$ cat config.mk
export PLATFORM = sky130hd
export DESIGN_NAME = exc_commit_ctrl_flat
export DESIGN_NICKNAME = d
export VERILOG_FILES = /design/src/rtl/exc_commit_ctrl_pkg.sv /design/src/rtl/exc_commit_ctrl_if.sv /design/src/rtl/exc_prio_enc.sv /design/src/rtl/exc_commit_ctrl.sv /design/src/flat_wrapper.sv
export SDC_FILE = /design/constraint.sdc
export NUM_CORES = 1
export LEC_CHECK = 0
export CORE_AREA = 2 2 166 168
export DETAILED_ROUTE_END_ITERATION = 8
export DIE_AREA = 0 0 168 170
export HOLD_SLACK_MARGIN = 0.1
export PLACE_DENSITY = 0.58
export SETUP_SLACK_MARGIN = 0.4
export SYNTH_ARGS = -nofsm -noshare
export SYNTH_HDL_FRONTEND = slang
export SYNTH_SLANG_ARGS = --single-unit
$ cat constraint.sdc
create_clock -name clk -period 5.18 [get_ports clk]
set_input_delay 0.518 -clock clk [delete_from_list [all_inputs] [get_ports clk]]
set_output_delay 0.518 -clock clk [all_outputs]
set_load 0.01 [all_outputs]
$ cat src/rtl/exc_commit_ctrl_pkg.sv
`default_nettype none
// ---------------------------------------------------------------------------
// Package  : cp0_pkg
// Purpose  : Shared CP0 definitions for the exception commit path:
//            ExcCode values, CP0 register numbers/selects, bit positions of
//            the per-slot exception cause vector and the commit FSM states.
// Revision : 1.0  initial release
// ---------------------------------------------------------------------------
package cp0_pkg;

   // ExcCode values written into Cause.ExcCode
   localparam logic [4:0] EXC_INT  = 5'h00;
   localparam logic [4:0] EXC_ADEL = 5'h04;
   localparam logic [4:0] EXC_ADES = 5'h05;
   localparam logic [4:0] EXC_SYS  = 5'h08;
   localparam logic [4:0] EXC_BP   = 5'h09;
   localparam logic [4:0] EXC_RI   = 5'h0a;
   localparam logic [4:0] EXC_OV   = 5'h0c;
   localparam logic [4:0] EXC_TR   = 5'h0d;
   localparam logic [4:0] EXC_ERET = 5'h0e;

   // CP0 register numbers and select fields
   localparam logic [4:0] CP0_REG_STATUS = 5'd12;
   localparam logic [4:0] CP0_REG_CAUSE  = 5'd13;
   localparam logic [4:0] CP0_REG_EPC    = 5'd14;
   localparam logic [4:0] CP0_REG_EBASE  = 5'd15;
   localparam logic [2:0] CP0_SEL_STATUS = 3'd0;
   localparam logic [2:0] CP0_SEL_CAUSE  = 3'd0;
   localparam logic [2:0] CP0_SEL_EPC    = 3'd0;
   localparam logic [2:0] CP0_SEL_EBASE  = 3'd1;

   // Bit positions inside the 9-bit per-slot cause vector
   localparam int EXC_BIT_ADEL_IF  = 8;
   localparam int EXC_BIT_RI       = 7;
   localparam int EXC_BIT_OV       = 6;
   localparam int EXC_BIT_TR       = 5;
   localparam int EXC_BIT_SYS      = 4;
   localparam int EXC_BIT_BP       = 3;
   localparam int EXC_BIT_ERET     = 2;
   localparam int EXC_BIT_ADEL_MEM = 1;
   localparam int EXC_BIT_ADES     = 0;

   typedef enum logic [0:0] {
      ST_IDLE  = 1'b0,
      ST_FLUSH = 1'b1
   } commit_state_t;

   // True when the WB-stage mtc0 targets the given CP0 register/select
   function automatic logic cp0_wr_hit(input logic       we,
                                       input logic [4:0] waddr,
                                       input logic [2:0] wsel,
                                       input logic [4:0] reg_num,
                                       input logic [2:0] reg_sel);
      return we && (waddr == reg_num) && (wsel == reg_sel);
   endfunction

endpackage
`default_nettype wire

$ cat src/rtl/exc_commit_ctrl_if.sv
`default_nettype none
// ---------------------------------------------------------------------------
// Interface : exc_commit_ctrl_if
// Purpose   : Bundles the MEM-stage slot information, CP0 register values,
//             WB mtc0 bypass, and the CP0 exception-update / flush outputs.
// Modports  : master - pipeline/CP0 side (drives slot data, observes commit)
//             slave  - exc_commit_ctrl
// Revision  : 1.0  initial release
// ---------------------------------------------------------------------------
interface exc_commit_ctrl_if;

   logic        stall_i;
   logic        valid1_i;
   logic        valid2_i;
   logic [8:0]  exc1_i;
   logic [8:0]  exc2_i;
   logic [31:0] inst1_addr_i;
   logic [31:0] inst2_addr_i;
   logic        ds1_i;
   logic        ds2_i;
   logic [31:0] mem_addr_i;
   logic [31:0] status_i;
   logic [31:0] cause_i;
   logic [31:0] epc_i;
   logic [31:0] ebase_i;
   logic [5:0]  int_i;
   logic        cp0_we_i;
   logic [4:0]  cp0_waddr_i;
   logic [2:0]  cp0_wsel_i;
   logic [31:0] cp0_wdata_i;

   logic        exception_flag_o;
   logic [4:0]  exception_type_o;
   logic        exception_first_inst_o;
   logic [31:0] inst1_addr_o;
   logic [31:0] inst2_addr_o;
   logic [31:0] mem_addr_o;
   logic        ds1_o;
   logic        ds2_o;
   logic        flush_o;
   logic [31:0] new_pc_o;

   modport master (
      output stall_i, valid1_i, valid2_i, exc1_i, exc2_i,
             inst1_addr_i, inst2_addr_i, ds1_i, ds2_i, mem_addr_i,
             status_i, cause_i, epc_i, ebase_i, int_i,
             cp0_we_i, cp0_waddr_i, cp0_wsel_i, cp0_wdata_i,
      input  exception_flag_o, exception_type_o, exception_first_inst_o,
             inst1_addr_o, inst2_addr_o, mem_addr_o, ds1_o, ds2_o,
             flush_o, new_pc_o
   );

   modport slave (
      input  stall_i, valid1_i, valid2_i, exc1_i, exc2_i,
             inst1_addr_i, inst2_addr_i, ds1_i, ds2_i, mem_addr_i,
             status_i, cause_i, epc_i, ebase_i, int_i,
             cp0_we_i, cp0_waddr_i, cp0_wsel_i, cp0_wdata_i,
      output exception_flag_o, exception_type_o, exception_first_inst_o,
             inst1_addr_o, inst2_addr_o, mem_addr_o, ds1_o, ds2_o,
             flush_o, new_pc_o
   );

endinterface
`default_nettype wire

$ cat src/rtl/exc_prio_enc.sv
`default_nettype none
// ---------------------------------------------------------------------------
// Module   : exc_prio_enc
// Purpose  : Fixed-priority encoder for one issue slot. Reduces the slot's
//            cause vector plus an attached interrupt to {hit, ExcCode}.
// Ports    : exc      in  9  cause bits {adel_if,ri,ov,tr,sys,bp,eret,adel_mem,ades}
//            int_pend in  1  interrupt attached to this slot
//            hit      out 1  any cause present
//            code     out 5  ExcCode of the highest-priority cause
// Revision : 1.0  initial release
// ---------------------------------------------------------------------------
module exc_prio_enc
   import cp0_pkg::*;
(
   input  logic [8:0] exc,
   input  logic       int_pend,
   output logic       hit,
   output logic [4:0] code
);

   // Interrupt outranks every synchronous cause; fetch faults outrank decode
   // and execute faults, memory-access faults come last.
   always_comb begin
      hit  = 1'b1;
      code = EXC_INT;
      if (int_pend)                     code = EXC_INT;
      else if (exc[EXC_BIT_ADEL_IF])    code = EXC_ADEL;
      else if (exc[EXC_BIT_RI])         code = EXC_RI;
      else if (exc[EXC_BIT_OV])         code = EXC_OV;
      else if (exc[EXC_BIT_TR])         code = EXC_TR;
      else if (exc[EXC_BIT_SYS])        code = EXC_SYS;
      else if (exc[EXC_BIT_BP])         code = EXC_BP;
      else if (exc[EXC_BIT_ERET])       code = EXC_ERET;
      else if (exc[EXC_BIT_ADEL_MEM])   code = EXC_ADEL;
      else if (exc[EXC_BIT_ADES])       code = EXC_ADES;
      else begin
         hit  = 1'b0;
         code = EXC_INT;
      end
   end

endmodule
`default_nettype wire

$ cat src/rtl/exc_commit_ctrl.sv
`default_nettype none
// ---------------------------------------------------------------------------
// Module   : exc_commit_ctrl
// Purpose  : Dual-issue MEM-stage exception commit. Picks the oldest
//            excepting slot, drives the CP0 exception update, and issues a
//            multi-cycle pipeline flush with the redirect PC.
// Ports    : clk  in  1  clock
//            rst  in  1  synchronous active-high reset
//            bus  exc_commit_ctrl_if.slave  slot data, CP0 values, mtc0
//                 bypass in; exception update, flush and new PC out
// Params   : FLUSH_CYCLES  cycles flush_o stays high per commit (>=1)
// Revision : 1.0  initial release
// ---------------------------------------------------------------------------
module exc_commit_ctrl
   import cp0_pkg::*;
#(
   parameter int FLUSH_CYCLES = 2
)(
   input  logic                     clk,
   input  logic                     rst,
   exc_commit_ctrl_if.slave         bus
);

   localparam int CNT_W = (FLUSH_CYCLES > 1) ? $clog2(FLUSH_CYCLES) : 1;
   localparam logic [CNT_W-1:0] CNT_LOAD = CNT_W'(FLUSH_CYCLES - 1);

   // ---------------------------------------------------------------------
   // CP0 bypass from the same-cycle WB mtc0
   // ---------------------------------------------------------------------
   logic        wr_status, wr_cause, wr_epc, wr_ebase;
   logic [7:0]  im;
   logic        exl, ie;
   logic [1:0]  ip_sw;
   logic [31:0] epc_byp, ebase_byp;

   assign wr_status = cp0_wr_hit(bus.cp0_we_i, bus.cp0_waddr_i, bus.cp0_wsel_i,
                                 CP0_REG_STATUS, CP0_SEL_STATUS);
   assign wr_cause  = cp0_wr_hit(bus.cp0_we_i, bus.cp0_waddr_i, bus.cp0_wsel_i,
                                 CP0_REG_CAUSE, CP0_SEL_CAUSE);
   assign wr_epc    = cp0_wr_hit(bus.cp0_we_i, bus.cp0_waddr_i, bus.cp0_wsel_i,
                                 CP0_REG_EPC, CP0_SEL_EPC);
   assign wr_ebase  = cp0_wr_hit(bus.cp0_we_i, bus.cp0_waddr_i, bus.cp0_wsel_i,
                                 CP0_REG_EBASE, CP0_SEL_EBASE);

   // Only the writable Status/Cause fields matter for interrupt detection
   assign im        = wr_status ? bus.cp0_wdata_i[15:8] : bus.status_i[15:8];
   assign exl       = wr_status ? bus.cp0_wdata_i[1]    : bus.status_i[1];
   assign ie        = wr_status ? bus.cp0_wdata_i[0]    : bus.status_i[0];
   assign ip_sw     = wr_cause  ? bus.cp0_wdata_i[9:8]  : bus.cause_i[9:8];
   assign epc_byp   = wr_epc    ? bus.cp0_wdata_i       : bus.epc_i;
   assign ebase_byp = wr_ebase  ? bus.cp0_wdata_i       : bus.ebase_i;

   // ---------------------------------------------------------------------
   // Interrupt detection and attachment (recomputed every cycle)
   // ---------------------------------------------------------------------
   logic int_pend, int1, int2;

   assign int_pend = ie & ~exl & (|({bus.int_i, ip_sw} & im));
   assign int1     = int_pend & bus.valid1_i;
   assign int2     = int_pend & ~bus.valid1_i & bus.valid2_i;

   // ---------------------------------------------------------------------
   // Per-slot priority and slot selection
   // ---------------------------------------------------------------------
   logic       hit1_raw, hit2_raw, hit1, hit2;
   logic [4:0] code1, code2;
   logic       exc_found;
   logic [4:0] sel_code;
   logic [31:0] sel_pc;

   exc_prio_enc u_prio_slot1 (
      .exc      (bus.exc1_i),
      .int_pend (int1),
      .hit      (hit1_raw),
      .code     (code1)
   );

   exc_prio_enc u_prio_slot2 (
      .exc      (bus.exc2_i),
      .int_pend (int2),
      .hit      (hit2_raw),
      .code     (code2)
   );

   assign hit1      = bus.valid1_i & hit1_raw;
   assign hit2      = bus.valid2_i & hit2_raw;
   assign exc_found = hit1 | hit2;
   assign sel_code  = hit1 ? code1 : code2;
   assign sel_pc    = (sel_code == EXC_ERET) ? epc_byp : ebase_byp;

   // ---------------------------------------------------------------------
   // Commit FSM
   // ---------------------------------------------------------------------
   commit_state_t    state, state_next;
   logic [CNT_W-1:0] cnt, cnt_next;
   logic             commit;

   always_ff @(posedge clk) begin
      if (rst) begin
         state <= ST_IDLE;
         cnt   <= '0;
      end else begin
         state <= state_next;
         cnt   <= cnt_next;
      end
   end

   always_comb begin
      state_next = state;
      cnt_next   = cnt;
      commit     = 1'b0;
      case (state)
         ST_IDLE: begin
            if (!bus.stall_i && exc_found) begin
               commit     = 1'b1;
               cnt_next   = CNT_LOAD;
               state_next = ST_FLUSH;
            end
         end
         ST_FLUSH: begin
            // Slot inputs are ignored until the flush window closes
            if (cnt == '0) state_next = ST_IDLE;
            else           cnt_next   = cnt - 1'b1;
         end
         default: state_next = ST_IDLE;
      endcase
   end

   // ---------------------------------------------------------------------
   // Output registers: loaded on commit, otherwise held
   // ---------------------------------------------------------------------
   logic        flag_q, first_q, ds1_q, ds2_q;
   logic [4:0]  type_q;
   logic [31:0] inst1_q, inst2_q, mem_q, new_pc_q;

   always_ff @(posedge clk) begin
      if (rst) begin
         flag_q   <= 1'b0;
         first_q  <= 1'b0;
         type_q   <= '0;
         inst1_q  <= '0;
         inst2_q  <= '0;
         mem_q    <= '0;
         ds1_q    <= 1'b0;
         ds2_q    <= 1'b0;
         new_pc_q <= '0;
      end else begin
         flag_q <= commit;
         if (commit) begin
            first_q  <= hit1;
            type_q   <= sel_code;
            inst1_q  <= bus.inst1_addr_i;
            inst2_q  <= bus.inst2_addr_i;
            mem_q    <= bus.mem_addr_i;
            ds1_q    <= bus.ds1_i;
            ds2_q    <= bus.ds2_i;
            new_pc_q <= sel_pc;
         end
      end
   end

   assign bus.exception_flag_o       = flag_q;
   assign bus.exception_type_o       = type_q;
   assign bus.exception_first_inst_o = first_q;
   assign bus.inst1_addr_o           = inst1_q;
   assign bus.inst2_addr_o           = inst2_q;
   assign bus.mem_addr_o             = mem_q;
   assign bus.ds1_o                  = ds1_q;
   assign bus.ds2_o                  = ds2_q;
   assign bus.new_pc_o               = new_pc_q;
   assign bus.flush_o                = (state == ST_FLUSH);

endmodule
`default_nettype wire
$ cat src/flat_wrapper.sv
// flat-port wrapper written by rule: the top's interface ports become plain ports
module exc_commit_ctrl_flat import cp0_pkg::*;
#(
   parameter int FLUSH_CYCLES = 2
)
  (clk, rst, bus_stall_i, bus_valid1_i, bus_valid2_i, bus_exc1_i, bus_exc2_i, bus_inst1_addr_i, bus_inst2_addr_i, bus_ds1_i, bus_ds2_i, bus_mem_addr_i, bus_status_i, bus_cause_i, bus_epc_i, bus_ebase_i, bus_int_i, bus_cp0_we_i, bus_cp0_waddr_i, bus_cp0_wsel_i, bus_cp0_wdata_i, bus_exception_flag_o, bus_exception_type_o, bus_exception_first_inst_o, bus_inst1_addr_o, bus_inst2_addr_o, bus_mem_addr_o, bus_ds1_o, bus_ds2_o, bus_flush_o, bus_new_pc_o);
  exc_commit_ctrl_if bus_i ();
  input  logic clk;
  input  logic rst;
  input wire logic [$bits(bus_i.stall_i)-1:0] bus_stall_i;
  input wire logic [$bits(bus_i.valid1_i)-1:0] bus_valid1_i;
  input wire logic [$bits(bus_i.valid2_i)-1:0] bus_valid2_i;
  input wire logic [$bits(bus_i.exc1_i)-1:0] bus_exc1_i;
  input wire logic [$bits(bus_i.exc2_i)-1:0] bus_exc2_i;
  input wire logic [$bits(bus_i.inst1_addr_i)-1:0] bus_inst1_addr_i;
  input wire logic [$bits(bus_i.inst2_addr_i)-1:0] bus_inst2_addr_i;
  input wire logic [$bits(bus_i.ds1_i)-1:0] bus_ds1_i;
  input wire logic [$bits(bus_i.ds2_i)-1:0] bus_ds2_i;
  input wire logic [$bits(bus_i.mem_addr_i)-1:0] bus_mem_addr_i;
  input wire logic [$bits(bus_i.status_i)-1:0] bus_status_i;
  input wire logic [$bits(bus_i.cause_i)-1:0] bus_cause_i;
  input wire logic [$bits(bus_i.epc_i)-1:0] bus_epc_i;
  input wire logic [$bits(bus_i.ebase_i)-1:0] bus_ebase_i;
  input wire logic [$bits(bus_i.int_i)-1:0] bus_int_i;
  input wire logic [$bits(bus_i.cp0_we_i)-1:0] bus_cp0_we_i;
  input wire logic [$bits(bus_i.cp0_waddr_i)-1:0] bus_cp0_waddr_i;
  input wire logic [$bits(bus_i.cp0_wsel_i)-1:0] bus_cp0_wsel_i;
  input wire logic [$bits(bus_i.cp0_wdata_i)-1:0] bus_cp0_wdata_i;
  output wire logic [$bits(bus_i.exception_flag_o)-1:0] bus_exception_flag_o;
  output wire logic [$bits(bus_i.exception_type_o)-1:0] bus_exception_type_o;
  output wire logic [$bits(bus_i.exception_first_inst_o)-1:0] bus_exception_first_inst_o;
  output wire logic [$bits(bus_i.inst1_addr_o)-1:0] bus_inst1_addr_o;
  output wire logic [$bits(bus_i.inst2_addr_o)-1:0] bus_inst2_addr_o;
  output wire logic [$bits(bus_i.mem_addr_o)-1:0] bus_mem_addr_o;
  output wire logic [$bits(bus_i.ds1_o)-1:0] bus_ds1_o;
  output wire logic [$bits(bus_i.ds2_o)-1:0] bus_ds2_o;
  output wire logic [$bits(bus_i.flush_o)-1:0] bus_flush_o;
  output wire logic [$bits(bus_i.new_pc_o)-1:0] bus_new_pc_o;
  assign bus_i.stall_i = bus_stall_i;
  assign bus_i.valid1_i = bus_valid1_i;
  assign bus_i.valid2_i = bus_valid2_i;
  assign bus_i.exc1_i = bus_exc1_i;
  assign bus_i.exc2_i = bus_exc2_i;
  assign bus_i.inst1_addr_i = bus_inst1_addr_i;
  assign bus_i.inst2_addr_i = bus_inst2_addr_i;
  assign bus_i.ds1_i = bus_ds1_i;
  assign bus_i.ds2_i = bus_ds2_i;
  assign bus_i.mem_addr_i = bus_mem_addr_i;
  assign bus_i.status_i = bus_status_i;
  assign bus_i.cause_i = bus_cause_i;
  assign bus_i.epc_i = bus_epc_i;
  assign bus_i.ebase_i = bus_ebase_i;
  assign bus_i.int_i = bus_int_i;
  assign bus_i.cp0_we_i = bus_cp0_we_i;
  assign bus_i.cp0_waddr_i = bus_cp0_waddr_i;
  assign bus_i.cp0_wsel_i = bus_cp0_wsel_i;
  assign bus_i.cp0_wdata_i = bus_cp0_wdata_i;
  assign bus_exception_flag_o = bus_i.exception_flag_o;
  assign bus_exception_type_o = bus_i.exception_type_o;
  assign bus_exception_first_inst_o = bus_i.exception_first_inst_o;
  assign bus_inst1_addr_o = bus_i.inst1_addr_o;
  assign bus_inst2_addr_o = bus_i.inst2_addr_o;
  assign bus_mem_addr_o = bus_i.mem_addr_o;
  assign bus_ds1_o = bus_i.ds1_o;
  assign bus_ds2_o = bus_i.ds2_o;
  assign bus_flush_o = bus_i.flush_o;
  assign bus_new_pc_o = bus_i.new_pc_o;
  exc_commit_ctrl #(.FLUSH_CYCLES(FLUSH_CYCLES)) u_core (.clk(clk), .rst(rst), .bus(bus_i));
endmodule
After elaboration in Yosys (flattened, before gate mapping)

Cells that the tools add are included.

Bits in registers: 139
Output and inout port bits: 138
Logic and storage cells: 98
Input bits: 296

$add $sub $neg: 1
Mux-type cells: 55
Bitwise logic cells: 12
Equal/unequal tests: 7
Reductions and logical operators: 12

Operator list:

| operator            | number |
|---|---|
| $mux 32             | 3 |
| $mux 5              | 19 |
| $mux 1              | 27 |
| $eq 5x4->1 const B  | 5 |
| $logic_and 1x1->1   | 9 |
| $and 8x8->8         | 1 |
| $mux 8              | 1 |
| $reduce_or 8->1     | 1 |
| $and 1x1->1         | 7 |
| $mux 3              | 2 |
| $pmux 1 s2          | 2 |
| $eq 3x1->1 const B  | 1 |
| $logic_not 3->1     | 1 |
| $not 1->1           | 3 |
| $mux 2              | 1 |
| $ne 2x1->1 const B  | 1 |
| $logic_not 1->1     | 1 |
| $or 1x1->1          | 1 |
| $sub 1x1->1 const B | 1 |

Logic depth before layout (Yosys ltp)

Depth in word-level cells: 15
Depth in mapped cells: 11
Depth with buffers taken out: 8

Cells and area by module

From an unflattened synthesis, not the netlist that was laid out.

Cell total of the unflattened synthesis: 782
Area, all modules: 6158.4 um2

Modules (own cells, without submodules):

| module          | instances | area an instance (um2) | cells an instance | sequential area each (um2) |
|---|---|---|---|---|
| exc_commit_ctrl | 1         | 5935.7                 | 744               | 2782.7 |
| exc_prio_enc    | 2         | 111.4                  | 19                | 0.0 |

Worst setup path after synthesis

Ideal clock, no wire load.

Path kind: input to register
Start point: in bus_cp0_wsel_i[0]
End point: reg u_core.new_pc_q[10], in the netlist u_core.bus.new_pc_o[10]
Path buffers: 1
Library setup time: 134 ps
Data arrival time: 2744 ps
Cell stages on the path: 9
Data required time: 5046 ps
Path slack: 2302 ps
Path through: or3_4 > nor4_4 > mux2_2 > o2111a_1 > and2_1 > o41ai_1 > nor3b_2 > buf_2 > a211oi_1

Longest elaborated chain between the ends: 14
Elaborated cells on any way between the ends: 33
Classes of those cells: 2 x eq/ne; 14 x mux; 10 x bitwise; 7 x reduce/logical

Ends and longest elaborated chain:

| item                                                  | RTL line                  | source |
|---|---|---|
| start, declared                                       | flat_wrapper.sv:27        | `input wire logic [$bits(bus_i.cp0_wsel_i)-1:0] bus_cp0_wsel_i;` |
| $logic_not 3->1                                       | exc_commit_ctrl_pkg.sv:54 | `return we && (waddr == reg_num) && (wsel == reg_sel);` |
| $logic_and 1x1->1                                     | exc_commit_ctrl_pkg.sv:54 |  |
| $mux 2, or another cell as far along                  | exc_commit_ctrl.sv:49     | `assign ip_sw = wr_cause ? bus.cp0_wdata_i[9:8] : bus.cause_i[9:8];` |
| $and 8x8->8 / $not 1->1 (equally long branches)       | exc_commit_ctrl.sv:58     | `assign int_pend = ie & ~exl & (\|({bus.int_i, ip_sw} & im));` |
| $reduce_or 8->1 / $and 1x1->1 (equally long branches) | exc_commit_ctrl.sv:58     |  |
| $and 1x1->1                                           | exc_commit_ctrl.sv:58     |  |
| $and 1x1->1 (2 in series)                             | exc_commit_ctrl.sv:60     | `assign int2 = int_pend & ~bus.valid1_i & bus.valid2_i;` |
| $mux 1                                                | exc_prio_enc.sv:26        | `if (int_pend) code = EXC_INT;` |
| $and 1x1->1                                           | exc_commit_ctrl.sv:86     | `assign hit2 = bus.valid2_i & hit2_raw;` |
| $or 1x1->1                                            | exc_commit_ctrl.sv:87     | `assign exc_found = hit1 \| hit2;` |
| $logic_and 1x1->1                                     | exc_commit_ctrl.sv:114    | `if (!bus.stall_i && exc_found) begin` |
| $mux 1                                                | exc_commit_ctrl.sv:114    |  |
| $mux 1                                                | exc_commit_ctrl.sv:112    | `case (state)` |
| end signal, assigned                                  | exc_commit_ctrl.sv:157    | `new_pc_q <= sel_pc;` |
| end, declared                                         | exc_commit_ctrl.sv:134    | `logic [31:0] inst1_q, inst2_q, mem_q, new_pc_q;` |

Several ways; a longest one is shown, not always the timed one.
A chain may end at the register's enable or synchronous reset.

Worst setup path after layout

Start point: in bus_cp0_wsel_i[0]
End point: reg u_core.new_pc_q[18], in the netlist u_core.bus.new_pc_o[18]

Same word-level chain as after synthesis.

==> summary by stage <==
Outcome
The run finished with clean final reports.

Logic synthesis
Yosys attributes the largest share of cell area to sky130_fd_sc_hd__dfxtp_1, sky130_fd_sc_hd__mux2i_1, sky130_fd_sc_hd__nand2_1, sky130_fd_sc_hd__a21oi_1, sky130_fd_sc_hd__a211oi_1. The count of unique library cells instantiated by Yosys is 45. The share of async-settable or async-resettable flops after synthesis is 0%. Synthesis produced about 760 cells. The post-synthesis sequential element count is 138. The number of synthesized flops with an enable pin is 0.

Summing every instance area after synthesis gives 6290 um^2. The average footprint of a synthesized cell is 8.32 um^2. sky130_fd_sc_hd__dfxtp_1 takes more of the synthesized area than any other cell. The most used flip-flop cell after synthesis is sky130_fd_sc_hd__dfxtp_1. After synthesis, flip-flops and latches occupy between 40% and 50% of the total area. The synthesized netlist net count is 1052.

The count of synthesis-stage warnings from yosys is 0. The dominant cell by count in the synthesized netlist is sky130_fd_sc_hd__nand2_1. The area fraction of the dominant cell type after synthesis is 43.9%. By count the netlist is led by sky130_fd_sc_hd__nand2_1, sky130_fd_sc_hd__dfxtp_1, sky130_fd_sc_hd__a21oi_1.

STA
The final total negative setup slack is 0 ns. Setup repair after global routing left no endpoint under its margin. The headroom to the max-slew limit is between 30% and 40%.

The transition time at the pin with the least slew margin is around 1 ns. The number of slew-limit violations in the final report was 0. The final number of hold-violating endpoints came to 0.

The worst clock skew is 0.00855 ns. Setup violations remaining at the end of the flow were counted as 0. The clock period could shrink to about 3.8 ns. The highest clock rate is around 260 MHz.

The final critical-path share of the clock period is 73.7%.

CTS
The root buffer cell chosen for the clock tree is sky130_fd_sc_hd__clkbuf_16. The clock drives 138 sinks. The H-tree was split into 4 levels.

Buffers inserted to repair hold after CTS numbered 0. Buffers inserted during clock tree synthesis total 17. Clock-pin slew was measured on the worst setup and hold paths at 0.07 ns. Once the clock tree was built, the setup fixing pass inserted 0 buffers. In this run the deepest clock path goes through 2 buffers. TritonCTS built the clock tree. The clock latency on the worst-skew pair is 0.42 ns.

The number of gates resized after CTS is 0.

Global route
The wire length of the first global-routing pass is 36.7 mm. Entering global routing, the biggest net connects 94 pins. The number of antenna violations at the first check in global routing came to 0. The final global-route overflow total is 0. The global-route usage over all layers is 16.5%. The via count of the first global-routing pass is 6553.

Floorplanning
The I/O pin count is 434. From left edge to right edge, the die measures 168 um. The core area is 26700 um^2. Row generation in the floorplan step produced 60 rows. The y dimension of the die is 170 um. The initial utilization of the core area, before any placement, comes to a little under a quarter. The die area is 28600 um^2.

Pwr
The register share of total power is a little under two fifths. Of the total power, the clock network draws 41.5%. The net switching power is 0.847 mW. In this run the static leakage power is 4.35 nW. The internal power consumption is 2.34 mW.

The combinational share of power is 21.6%. In this run switching power makes up 26.6% of total power. Dividing total power by cell area gives a power density of 290 nW/um^2. The peak supply drop is 0.204 mV.

Place
At the end of routability-driven placement, the weighted congestion stood at 0.791. In this run the tool buffered the top-level ports with 380 buffer cells. Detailed placement finished with a half-perimeter wire length of approximately 18 mm. The number of placed instances, taps included, is 1429.

Drt
The first detailed-routing pass ran for 4 iterations. The average routed wire per standard cell is 16.8 um. In the routed design, unresolved DRC markers number 0. The initial detailed-routing violation count is 307. In the final routing, the length of wire on met1 measures approximately 10 mm.

Summed over all layers, the routed wires come to roughly 25 mm. The top layer used by detailed routing is met4. Summed over all nets, wire length on met2 after detailed routing comes to between 10 and 15 mm. Using the TritonRoute via totals, the vias-per-cell ratio works out to 4.57. In the detailed route, the total length drawn on met3 is 1.61 mm. For this block, the via count after detailed routing is 6671. The post-detailed-route count of antenna-violating nets is 0.

Setup path
The number of buffers and inverters on the critical path is 2. Among all stages on the critical path, the largest delay is contributed by sky130_fd_sc_hd__o41ai_1. The peak fanout along the critical path is 32. STA classifies the critical path startpoint as a primary input.

Traced cell by cell, the critical path runs through clkdlybuf4s50_1 -> or3_4 -> nor4_4 -> mux2_1 -> o2111a_1 -> and2_1 -> o41ai_1 -> nor3b_4 -> buf_4 -> a211oi_1. For the worst setup path, the data required time is around 5.5 ns. The setup path with the least slack is of type in -> reg. Across all register-to-register paths, the minimum setup slack is 2.86 ns. For this run, the slowest stage of the critical path takes between 0.6 and 0.7 ns. The kind of cell with the highest combined delay along the critical path is simple AND/OR/NAND/NOR gates. At the worst endpoint, the arrival time is between 4 and 5 ns. The endpoint of the worst-slack reg-to-reg timing path is u_core.bus.new_pc_o[18]. The source of the worst register-to-register timing path is u_core.bus.flush_o. The worst-case reg-to-reg path depth is 5. The worst setup path is captured at a flip-flop.

Job
The max capacitance violation total is 0.

Min path
The terminating pin of the worst hold path is u_core.bus.mem_addr_o[17]. The type of the tightest min-delay check is reg -> reg. The worst hold path was traced through 2 stages. The worst hold path begins at u_core.bus.mem_addr_o[17].

Layout
The number of antenna diodes in the final layout is 0. The post-layout net count is approximately 1400. In the final layout, the share of cells above drive strength 1 is 4.92%. The non-filler instance count after layout is between 1000 and 1500. Relative to the synthesized area, the layout overhead comes to 74.7%.
## stage by stage
stage | utilization (%) | instance area [um^2] | hold WS, ns | setup slack, ns | total power, mW
floorplan | - | 6290 | 0.437 | 2.30 | 1.48
global placement | 38.9 | 10400 | 0.441 | 1.00 | 1.89
detailed placement | 38.9 | 10400 | 0.446 | 0.981 | 1.90
CTS | 41.2 | 11000 | 0.454 | 1.41 | 3.26
global route | 41.2 | 11000 | 0.470 | 1.20 | 3.35
finish | 41.2 | 11000 | 0.451 | 1.36 | 3.19
## worst max-delay path by stage
| stage | from | to | slack (ns) | cells after the start |
|---|---|---|---|---|
| finish | bus_cp0_wsel_i[0] | u_core.bus.new_pc_o[18] | 1.36 | 10 |
| global route | bus_cp0_waddr_i[3] | u_core.bus.inst2_addr_o[16] | 1.20 | 10 |
| CTS | bus_cp0_wsel_i[2] | u_core.bus.new_pc_o[8] | 1.41 | 10 |
| detailed placement | bus_cp0_wsel_i[2] | u_core.bus.new_pc_o[1] | 0.98 | 10 |
| global placement | bus_cp0_wsel_i[2] | u_core.bus.new_pc_o[23] | 1.00 | 10 |
| floorplan | bus_cp0_wsel_i[0] | u_core.bus.new_pc_o[10] | 2.30 | 9 |
## layer usage
layer / track usage, % / vias up
met5: 0 / -
met2: 29.1 / 248
met1: 18.8 / 3048
met4: 6.77 / 0
li1: - / 3335
met3: 4.67 / 40
## placed cells by master, fill, tap and decap left out, types with 4 or more instances in the layout
cell                                n
sky130_fd_sc_hd__clkdlybuf4s50_1  379
sky130_fd_sc_hd__nand2_1          208
sky130_fd_sc_hd__dfxtp_1          138
sky130_fd_sc_hd__a21oi_1          112
sky130_fd_sc_hd__mux2i_1           94
sky130_fd_sc_hd__o21ai_0           33
sky130_fd_sc_hd__a211oi_1          32
sky130_fd_sc_hd__clkbuf_16         17
sky130_fd_sc_hd__nor2_1            16
sky130_fd_sc_hd__nor3_1            10
sky130_fd_sc_hd__buf_4             10
sky130_fd_sc_hd__a31oi_1            4
sky130_fd_sc_hd__bufinv_16          4
## cell families (layout without fill, tap and decap cells)
| kind of cell | count (synthesis) | count (layout) | synth area share, % |
|---|---|---|---|
| mux | 97 | 97 | 15.5 |
| simple gates | 255 | 255 | 16.8 |
| buf+inv | 61 | 424 | 4.89 |
| other cells | 1 | 1 | 0.0596 |
| compound gates | 204 | 204 | 18.8 |
| flops | 138 | 138 | 43.9 |
## power by group through the flow
stage | logic, mW | clock network [mW] | registers, mW
2_1_floorplan | 0.239 | 0 | 1.24
3_3_place_gp | 0.693 | 0 | 1.20
3_5_place_dp | 0.695 | 0 | 1.20
4_1_cts | 0.698 | 1.38 | 1.18
5_1_grt | 0.745 | 1.42 | 1.19
6_report | 0.689 | 1.32 | 1.18
## sequential cells by signal, summed over array words and instances (netlist names)
signal and flops:
u_core.bus.flush_o 1, u_core.bus.exception_first_inst_o 1, u_core.cnt 1, u_core.bus.inst2_addr_o 32, u_core.bus.ds1_o 1, u_core.bus.exception_flag_o 1
u_core.bus.inst1_addr_o 32, u_core.bus.exception_type_o 4, u_core.bus.mem_addr_o 32, u_core.bus.new_pc_o 32, u_core.bus.ds2_o 1
## cell type report
| class | instances | area, um^2 |
|---|---|---|
| flip-flops and latches | 138 | 2760 |
| clock buffers | 18 | 429 |
| fillers | 2676 | 15700 |
| repair buffers | 391 | 3910 |
| inverters | 2 | 7.51 |
| multi-input cells | 557 | 3260 |
| well taps | 341 | 427 |
| clock inverters | 13 | 194 |
## worst reg2reg max path: stages (launching register included)
cell                       delay [ns]
sky130_fd_sc_hd__dfxtp_1         0.34
sky130_fd_sc_hd__or2_2           0.33
sky130_fd_sc_hd__o41ai_1         0.67
sky130_fd_sc_hd__nor3b_4         0.28
sky130_fd_sc_hd__buf_4           0.39
sky130_fd_sc_hd__a211oi_1        0.17
(Power assumes the default switching activity.)
